File: config.mk
export PLATFORM = sky130hd
export DESIGN_NAME = snitch_dma_cmd_seq
export DESIGN_NICKNAME = d
export VERILOG_FILES = /design/src/rtl/snitch_dma_cmd_seq.sv
export SDC_FILE = /design/constraint.sdc
export NUM_CORES = 1
export LEC_CHECK = 0
export BUFFER_PORTS_ARGS = -buffer_cell sky130_fd_sc_hd__buf_4
export CAP_MARGIN = 20
export CORE_AREA = 2 2 281 283
export DETAILED_ROUTE_END_ITERATION = 8
export DIE_AREA = 0 0 283 285
export PLACE_DENSITY_LB_ADDON = 0.12
export SYNTH_ARGS = -nofsm -noshare
export SYNTH_HDL_FRONTEND = slang
export SYNTH_SLANG_ARGS = --single-unit
File: constraint.sdc
create_clock -name clk_i -period 4.34 [get_ports clk_i]
set_clock_uncertainty 0.1 [all_clocks]
set_input_delay 1.302 -clock clk_i [delete_from_list [all_inputs] [get_ports clk_i]]
set_output_delay 1.302 -clock clk_i [all_outputs]
set_load 0.05 [all_outputs]
File: src/rtl/snitch_dma_cmd_seq.sv
// -----------------------------------------------------------------------------
// snitch_dma_cmd_seq
//
// Hardware initiator for the Snitch DMA accelerator interface. A complete
// transfer descriptor is accepted in one handshake. It is then replayed as the
// DMSRC / DMDST / [DMSTR / DMREP] / DMCPY request sequence on the accelerator
// request channel. The transfer ID returned by DMCPY is captured. When the
// descriptor asks for it, DMSTAT (completed_id) is polled until that transfer
// has completed. The outcome is reported on the done channel.
//
// Ports
//   clk_i, rst_ni           clock, synchronous active-low reset
//   desc_*                  descriptor valid/ready handshake and fields
//   done_valid_o/ready_i    completion handshake
//   done_tid_o/error_o      captured transfer ID and error flag
//   acc_q*                  accelerator request channel (one request in flight)
//   acc_p*                  accelerator response channel (always ready)
//   busy_o                  sequencer is not idle
//
// AddrWidth must be > 32 and <= 64. DataWidth must be >= 32.
// -----------------------------------------------------------------------------
module snitch_dma_cmd_seq #(
  parameter int unsigned AddrWidth = 48,
  parameter int unsigned DataWidth = 64,
  parameter logic [31:0] AccAddr   = 32'd0,
  parameter logic [4:0]  QId       = 5'd1,
  parameter int unsigned PollGap   = 4
) (
  input  logic                 clk_i,
  input  logic                 rst_ni,
  // descriptor
  input  logic                 desc_valid_i,
  output logic                 desc_ready_o,
  input  logic [AddrWidth-1:0] desc_src_i,
  input  logic [AddrWidth-1:0] desc_dst_i,
  input  logic [DataWidth-1:0] desc_num_bytes_i,
  input  logic [DataWidth-1:0] desc_stride_src_i,
  input  logic [DataWidth-1:0] desc_stride_dst_i,
  input  logic [DataWidth-1:0] desc_num_reps_i,
  input  logic                 desc_decouple_i,
  input  logic                 desc_twod_i,
  input  logic                 desc_wait_i,
  // completion
  output logic                 done_valid_o,
  input  logic                 done_ready_i,
  output logic [31:0]          done_tid_o,
  output logic                 done_error_o,
  // accelerator request
  output logic [31:0]          acc_qaddr_o,
  output logic [4:0]           acc_qid_o,
  output logic [31:0]          acc_qdata_op_o,
  output logic [DataWidth-1:0] acc_qdata_arga_o,
  output logic [DataWidth-1:0] acc_qdata_argb_o,
  output logic [AddrWidth-1:0] acc_qdata_argc_o,
  output logic                 acc_qvalid_o,
  input  logic                 acc_qready_i,
  // accelerator response
  input  logic [DataWidth-1:0] acc_pdata_i,
  input  logic [4:0]           acc_pid_i,
  input  logic                 acc_perror_i,
  input  logic                 acc_pvalid_i,
  output logic                 acc_pready_o,
  output logic                 busy_o
);

  // Snitch DMA instruction encodings (riscv_instr::DM*) with all register
  // fields left at zero; the frontend decodes funct7 and the opcode only.
  localparam logic [31:0] OpDmSrc  = 32'h0000_002b;
  localparam logic [31:0] OpDmDst  = 32'h0200_002b;
  localparam logic [31:0] OpDmCpy  = 32'h0600_002b;
  localparam logic [31:0] OpDmStat = 32'h0a00_002b;
  localparam logic [31:0] OpDmStr  = 32'h0c00_002b;
  localparam logic [31:0] OpDmRep  = 32'h0e00_002b;

  // The gap counter holds PollGap-1 down to 0.
  localparam int unsigned   GapW    = (PollGap > 32'd1) ? $clog2(PollGap) : 32'd1;
  localparam logic [GapW-1:0] GapLoad = GapW'((PollGap > 32'd0) ? (PollGap - 32'd1) : 32'd0);

  typedef enum logic [3:0] {
    StIdle    = 4'd0,
    StSrc     = 4'd1,
    StDst     = 4'd2,
    StStr     = 4'd3,
    StRep     = 4'd4,
    StCpy     = 4'd5,
    StCpyRsp  = 4'd6,
    StPoll    = 4'd7,
    StPollRsp = 4'd8,
    StGap     = 4'd9,
    StDone    = 4'd10
  } state_e;

  // Lower address word, zero-extended to operand width.
  function automatic logic [DataWidth-1:0] addr_lo(input logic [AddrWidth-1:0] addr);
    return DataWidth'(addr[31:0]);
  endfunction

  // Upper address bits, zero-extended to operand width.
  function automatic logic [DataWidth-1:0] addr_hi(input logic [AddrWidth-1:0] addr);
    return DataWidth'(addr[AddrWidth-1:32]);
  endfunction

  state_e                 state_q, state_d;
  logic [AddrWidth-1:0]   src_q, src_d;
  logic [AddrWidth-1:0]   dst_q, dst_d;
  logic [DataWidth-1:0]   num_bytes_q, num_bytes_d;
  logic [DataWidth-1:0]   stride_src_q, stride_src_d;
  logic [DataWidth-1:0]   stride_dst_q, stride_dst_d;
  logic [DataWidth-1:0]   num_reps_q, num_reps_d;
  logic                   decouple_q, decouple_d;
  logic                   twod_q, twod_d;
  logic                   wait_q, wait_d;
  logic [31:0]            tid_q, tid_d;
  logic                   err_q, err_d;
  logic [GapW-1:0]        gap_cnt_q, gap_cnt_d;

  logic                   req_valid_s;
  logic                   req_hs_s;
  logic                   rsp_err_s;
  logic [31:0]            poll_diff_s;
  logic                   poll_done_s;
  logic                   unused_pdata_s;

  // Response judgement shared by the DMCPY and DMSTAT response states.
  assign rsp_err_s   = acc_perror_i | (acc_pid_i != QId);
  // Wrap-safe "completed_id is past tid": signed difference strictly positive.
  assign poll_diff_s = acc_pdata_i[31:0] - tid_q;
  assign poll_done_s = ~poll_diff_s[31] & (poll_diff_s != 32'd0);
  assign req_hs_s    = req_valid_s & acc_qready_i;

  assign unused_pdata_s = ^acc_pdata_i[DataWidth-1:32];

  // Next-state and register-update logic for the sequencer.
  always_comb begin
    state_d      = state_q;
    src_d        = src_q;
    dst_d        = dst_q;
    num_bytes_d  = num_bytes_q;
    stride_src_d = stride_src_q;
    stride_dst_d = stride_dst_q;
    num_reps_d   = num_reps_q;
    decouple_d   = decouple_q;
    twod_d       = twod_q;
    wait_d       = wait_q;
    tid_d        = tid_q;
    err_d        = err_q;
    gap_cnt_d    = gap_cnt_q;

    case (state_q)
      StIdle: begin
        if (desc_valid_i) begin
          src_d        = desc_src_i;
          dst_d        = desc_dst_i;
          num_bytes_d  = desc_num_bytes_i;
          stride_src_d = desc_stride_src_i;
          stride_dst_d = desc_stride_dst_i;
          num_reps_d   = desc_num_reps_i;
          decouple_d   = desc_decouple_i;
          twod_d       = desc_twod_i;
          wait_d       = desc_wait_i;
          state_d      = StSrc;
        end else begin
          state_d = StIdle;
        end
      end

      StSrc: begin
        if (req_hs_s) begin
          state_d = StDst;
        end else begin
          state_d = StSrc;
        end
      end

      StDst: begin
        if (req_hs_s) begin
          state_d = twod_q ? StStr : StCpy;
        end else begin
          state_d = StDst;
        end
      end

      StStr: begin
        if (req_hs_s) begin
          state_d = StRep;
        end else begin
          state_d = StStr;
        end
      end

      StRep: begin
        if (req_hs_s) begin
          state_d = StCpy;
        end else begin
          state_d = StRep;
        end
      end

      StCpy: begin
        if (req_hs_s) begin
          state_d = StCpyRsp;
        end else begin
          state_d = StCpy;
        end
      end

      StCpyRsp: begin
        if (acc_pvalid_i) begin
          if (rsp_err_s) begin
            err_d   = 1'b1;
            tid_d   = 32'd0;
            state_d = StDone;
          end else begin
            tid_d   = acc_pdata_i[31:0];
            state_d = wait_q ? StPoll : StDone;
          end
        end else begin
          state_d = StCpyRsp;
        end
      end

      StPoll: begin
        if (req_hs_s) begin
          state_d = StPollRsp;
        end else begin
          state_d = StPoll;
        end
      end

      StPollRsp: begin
        if (acc_pvalid_i) begin
          if (rsp_err_s) begin
            err_d   = 1'b1;
            state_d = StDone;
          end else if (poll_done_s) begin
            state_d = StDone;
          end else if (PollGap == 32'd0) begin
            state_d = StPoll;
          end else begin
            gap_cnt_d = GapLoad;
            state_d   = StGap;
          end
        end else begin
          state_d = StPollRsp;
        end
      end

      StGap: begin
        if (gap_cnt_q == {GapW{1'b0}}) begin
          state_d = StPoll;
        end else begin
          gap_cnt_d = gap_cnt_q - GapW'(32'd1);
          state_d   = StGap;
        end
      end

      StDone: begin
        if (done_ready_i) begin
          err_d   = 1'b0;
          state_d = StIdle;
        end else begin
          state_d = StDone;
        end
      end

      default: begin
        state_d = StIdle;
      end
    endcase
  end

  // Output decode: handshakes and request payload depend on registered state only.
  always_comb begin
    desc_ready_o     = 1'b0;
    done_valid_o     = 1'b0;
    req_valid_s      = 1'b0;
    acc_qaddr_o      = 32'd0;
    acc_qid_o        = 5'd0;
    acc_qdata_op_o   = 32'd0;
    acc_qdata_arga_o = {DataWidth{1'b0}};
    acc_qdata_argb_o = {DataWidth{1'b0}};

    case (state_q)
      StIdle: begin
        desc_ready_o = 1'b1;
      end
      StSrc: begin
        req_valid_s      = 1'b1;
        acc_qdata_op_o   = OpDmSrc;
        acc_qdata_arga_o = addr_lo(src_q);
        acc_qdata_argb_o = addr_hi(src_q);
      end
      StDst: begin
        req_valid_s      = 1'b1;
        acc_qdata_op_o   = OpDmDst;
        acc_qdata_arga_o = addr_lo(dst_q);
        acc_qdata_argb_o = addr_hi(dst_q);
      end
      StStr: begin
        req_valid_s      = 1'b1;
        acc_qdata_op_o   = OpDmStr;
        acc_qdata_arga_o = stride_src_q;
        acc_qdata_argb_o = stride_dst_q;
      end
      StRep: begin
        req_valid_s      = 1'b1;
        acc_qdata_op_o   = OpDmRep;
        acc_qdata_arga_o = num_reps_q;
      end
      StCpy: begin
        req_valid_s      = 1'b1;
        acc_qdata_op_o   = OpDmCpy;
        acc_qdata_arga_o = num_bytes_q;
        acc_qdata_argb_o = DataWidth'({twod_q, decouple_q});
      end
      StPoll: begin
        // Status index 0 selects completed_id.
        req_valid_s      = 1'b1;
        acc_qdata_op_o   = OpDmStat;
      end
      StDone: begin
        done_valid_o = 1'b1;
      end
      default: begin
        desc_ready_o = 1'b0;
      end
    endcase

    if (req_valid_s) begin
      acc_qaddr_o = AccAddr;
      acc_qid_o   = QId;
    end else begin
      acc_qaddr_o = 32'd0;
      acc_qid_o   = 5'd0;
    end
  end

  assign acc_qvalid_o     = req_valid_s;
  assign acc_qdata_argc_o = {AddrWidth{1'b0}};
  // Responses are always accepted so stray ones (e.g. from before a reset) drain.
  assign acc_pready_o     = 1'b1;
  assign busy_o           = (state_q != StIdle);
  assign done_tid_o       = tid_q;
  assign done_error_o     = err_q;

  // State and descriptor registers with synchronous active-low reset.
  always_ff @(posedge clk_i) begin
    if (!rst_ni) begin
      state_q      <= StIdle;
      src_q        <= {AddrWidth{1'b0}};
      dst_q        <= {AddrWidth{1'b0}};
      num_bytes_q  <= {DataWidth{1'b0}};
      stride_src_q <= {DataWidth{1'b0}};
      stride_dst_q <= {DataWidth{1'b0}};
      num_reps_q   <= {DataWidth{1'b0}};
      decouple_q   <= 1'b0;
      twod_q       <= 1'b0;
      wait_q       <= 1'b0;
      tid_q        <= 32'd0;
      err_q        <= 1'b0;
      gap_cnt_q    <= {GapW{1'b0}};
    end else begin
      state_q      <= state_d;
      src_q        <= src_d;
      dst_q        <= dst_d;
      num_bytes_q  <= num_bytes_d;
      stride_src_q <= stride_src_d;
      stride_dst_q <= stride_dst_d;
      num_reps_q   <= num_reps_d;
      decouple_q   <= decouple_d;
      twod_q       <= twod_d;
      wait_q       <= wait_d;
      tid_q        <= tid_d;
      err_q        <= err_d;
      gap_cnt_q    <= gap_cnt_d;
    end
  end

endmodule

==> results.md <==
* Status: finished clean
* Hold_buf cts at 0
* Multi-input logic area at 10300 um^2
* Routed Antenna Nets at 0
* Wire per inst at 18.5 um
* Vias at 19000
* Yosys warnings at 0
* First-pass GRT wire length at 116000 um
* Fin crit share at 97.3%
* Drt first pass iters at 8
* Max_cap viols at 0
* Overflow after GRT at 0
* CTS tree: done
* Final Hold Viols at 0
* Initial antenna violation count at 18
* Vias per cell at 4.57
* Max transition margin at 51.7%
* Routability-driven placement congestion ratio at 0.832
* Register area at 7890 um^2
* Die height at 285 um
* Largest area contributor in the netlist: dfxtp_1
* Global Route Usage Sum at 18.3%
* Final setup margin at 118 ps
* Crit path DAT at 4630 ps
* Clock transition at path regs at 60 ps
* # nets final at 3530
* Synth cell types at 71
* Hold Slack at 357 ps
* Share of the synthesized area in the top cell type at 40.1%
* Clock Tree Buf Depth at 3
* RSZ-0062 raised after global routing: no
* Vias in the first global route at 19300
* Post-layout min period at 4220 ps
* I/O pins at 714
* Die Wd at 283 um
* Port buffer count at 571
* H-Tree Depth at 2
* CP Launch Type: input pin
* Largest net degree at the start of global routing at 134
* Seq/Total Area, Yosys at 40.1%
* CP max FO at 5
* Detailed router's first-iteration violation count at 1063
* Crit Path Class: input pin to flop
* Initial Utilization at 25.2%
* Area Growth Syn to Fin at 37.0%
* Max Clk Rate at 0.237 GHz
* Num CTS Buffers at 50
* Pre-CTS WS at -444 ps
* Reg-to-reg setup timing slack at 530 ps
* Core Footprint at 78000 um^2
* Hold crit path type: flop to flop
* Slew Viols, Final at 0
* Synth Flop Type: dfxtp_1
* Yosys reg bits at 394
* CP Capture Type: flop
* DRC violations left at 0
* Power per cell area at 543 nW/um^2
* Post-layout util at 34.6%
* Peak VDD IR at 325 uV
* Post-Syn Instances at 2520
* Core Rows at 103
* Number of synthesized flops with an enable pin at 0
* Largest cells by area after synthesis: dfxtp_1 (40%), nand2_1 (16%), a21boi_0 (14%)
* Root Driver: clkbuf_16
* Final setup violation count at 0
* Syn Area/Cell at 7.80 um^2
* # clock sinks at 394
* Routed wire length at 77000 um
* Die Area at 80700 um^2
* Proportion of layout cells with a drive suffix above 1 at 25.7%
* Netlist Area Pre-Place at 19700 um^2
* R2r worst-path depth at 15
* Fraction of registers with async set or reset after synthesis at 0%
* Post-CTS Setup Bufs at 0
* Worst hold stages at 2
* Worst Max-Slew Pin Slew at 718 ps
* Later-pin clock latency in the skew report at 580 ps
* CP required at 4750 ps
* Detailed Place HPWL at 55100 um
* FILL cells at 8384
* Pleak at 0.0114 uW
==> state kept, by name (all words and copies together), names as in the netlist <==
| name | cells |
|---|---|
| num_bytes_q | 64 |
| num_reps_q | 64 |
| stride_dst_q | 64 |
| stride_src_q | 64 |
| dst_q | 48 |
| src_q | 48 |
| done_tid_o | 32 |
| state_q | 4 |
| gap_cnt_q | 2 |
| decouple_q | 1 |
| done_error_o | 1 |
| twod_q | 1 |
| wait_q | 1 |
==> kinds of logic (layout without fill, tap and decap cells) <==
group | count (synthesis) | after routing | synth area share [%]
mux | 1 | 1 | 0.0509
other cells | 2 | 119 | 0.0382
fa+ha+maj | 33 | 33 | 2.14
buf+inv | 379 | 858 | 9.57
xor+xnor | 18 | 18 | 0.802
compound gates | 659 | 659 | 25.4
simple gates | 1034 | 1034 | 21.9
flops | 394 | 394 | 40.1
==> cell usage in the layout (no fill, tap or decap), types with 42 or more instances in the layout <==
master,n
conb_1,110
a22oi_1,109
inv_1,77
a21boi_0,355
clkbuf_16,50
buf_4,670
dfxtp_1,392
nand2_1,814
a21oi_1,42
and2_1,49
==> through the flow <==
step / instance area (um^2) / TNS, ps / cells / total power (uW)
global placement: 25200 / -1630 / 4064 / 10400
floorplan: 20100 / 0 / 2628 / 8570
finish: 26900 / 0 / 4166 / 14600
detailed placement: 25200 / -1740 / 4064 / 10500
global route: 26900 / 0 / 4166 / 15600
CTS: 26900 / 0 / 4157 / 14900
==> path summary, 6_finish.rpt <==
check | from | to
max | acc_pdata_i[3] | state_q[0]
min | stride_dst_q[22] | stride_dst_q[22]
min reg2reg | stride_dst_q[22] | stride_dst_q[22]
max reg2reg | done_tid_o[3] | state_q[0]
==> worst max-delay path, cell delays in order <==
cell and delay, ps:
buf_4 120, ha_1 330, a21o_1 190, a21oi_1 460, a211oi_1 190, buf_4 180, o21bai_1 190, buf_4 150
nand3_1 70, a221oi_1 410, o2111ai_1 200, a2111oi_2 360, buf_4 170, o211ai_1 140, a21oi_1 180
==> metal layers <==
metal  wire (um)  GRT usage, %  vias to the layer above
met1       32300          21.9                     9011
met4        2010          6.17                       16
met5         116             0                        -
li1            -             -                     9375
met2       37100          31.1                      506
met3        5520          5.77                      120
==> where the power goes <==
group          internal [uW]  leakage, uW  switching [uW]
Clock                   2560     0.000838            1740
Sequential              4510      0.00322             483
Combinational           1610      0.00734            3730
==> area by class of cell <==
cell class | instances | share of cell area [%]
Antenna cell | 9 | 0.0836
Clock buffer | 71 | 5.35
Clock inverter | 22 | 0.975
Inverter | 77 | 1.07
Multi-Input combinational cell | 1855 | 38.4
Sequential cell | 394 | 29.3
Tap cell | 1050 | 4.88
Timing Repair Buffer | 688 | 20.0
==> synthesized netlist by cell type, types with 6 or more instances <==
| cell type | number |
|---|---|
| inv_1 | 77 |
| buf_4 | 115 |
| a222oi_1 | 34 |
| nor3_1 | 12 |
| a31oi_1 | 8 |
| a21oi_1 | 42 |
| clkbuf_1 | 171 |
| xnor2_1 | 12 |
| a22oi_1 | 109 |
| a211oi_1 | 6 |
| o211ai_1 | 6 |
| nor2b_1 | 38 |
| and2_1 | 50 |
| nand2_1 | 815 |
| xor2_1 | 6 |
| o21ai_0 | 20 |
| a211o_1 | 6 |
| dfxtp_1 | 394 |
| nand3_1 | 38 |
| nand4_1 | 18 |
| nor4_1 | 6 |
| nor2_1 | 34 |
| a21o_1 | 20 |
| a21boi_0 | 355 |
| ha_1 | 32 |
| buf_1 | 9 |
==> repair_timing <==
action / in CTS / in global routing
gates resized for setup: 2 / 1
pin swaps: 0 / 0
setup endpoints to repair: 43 / 4
No activity file was read; power rests on OpenSTA's default activity.
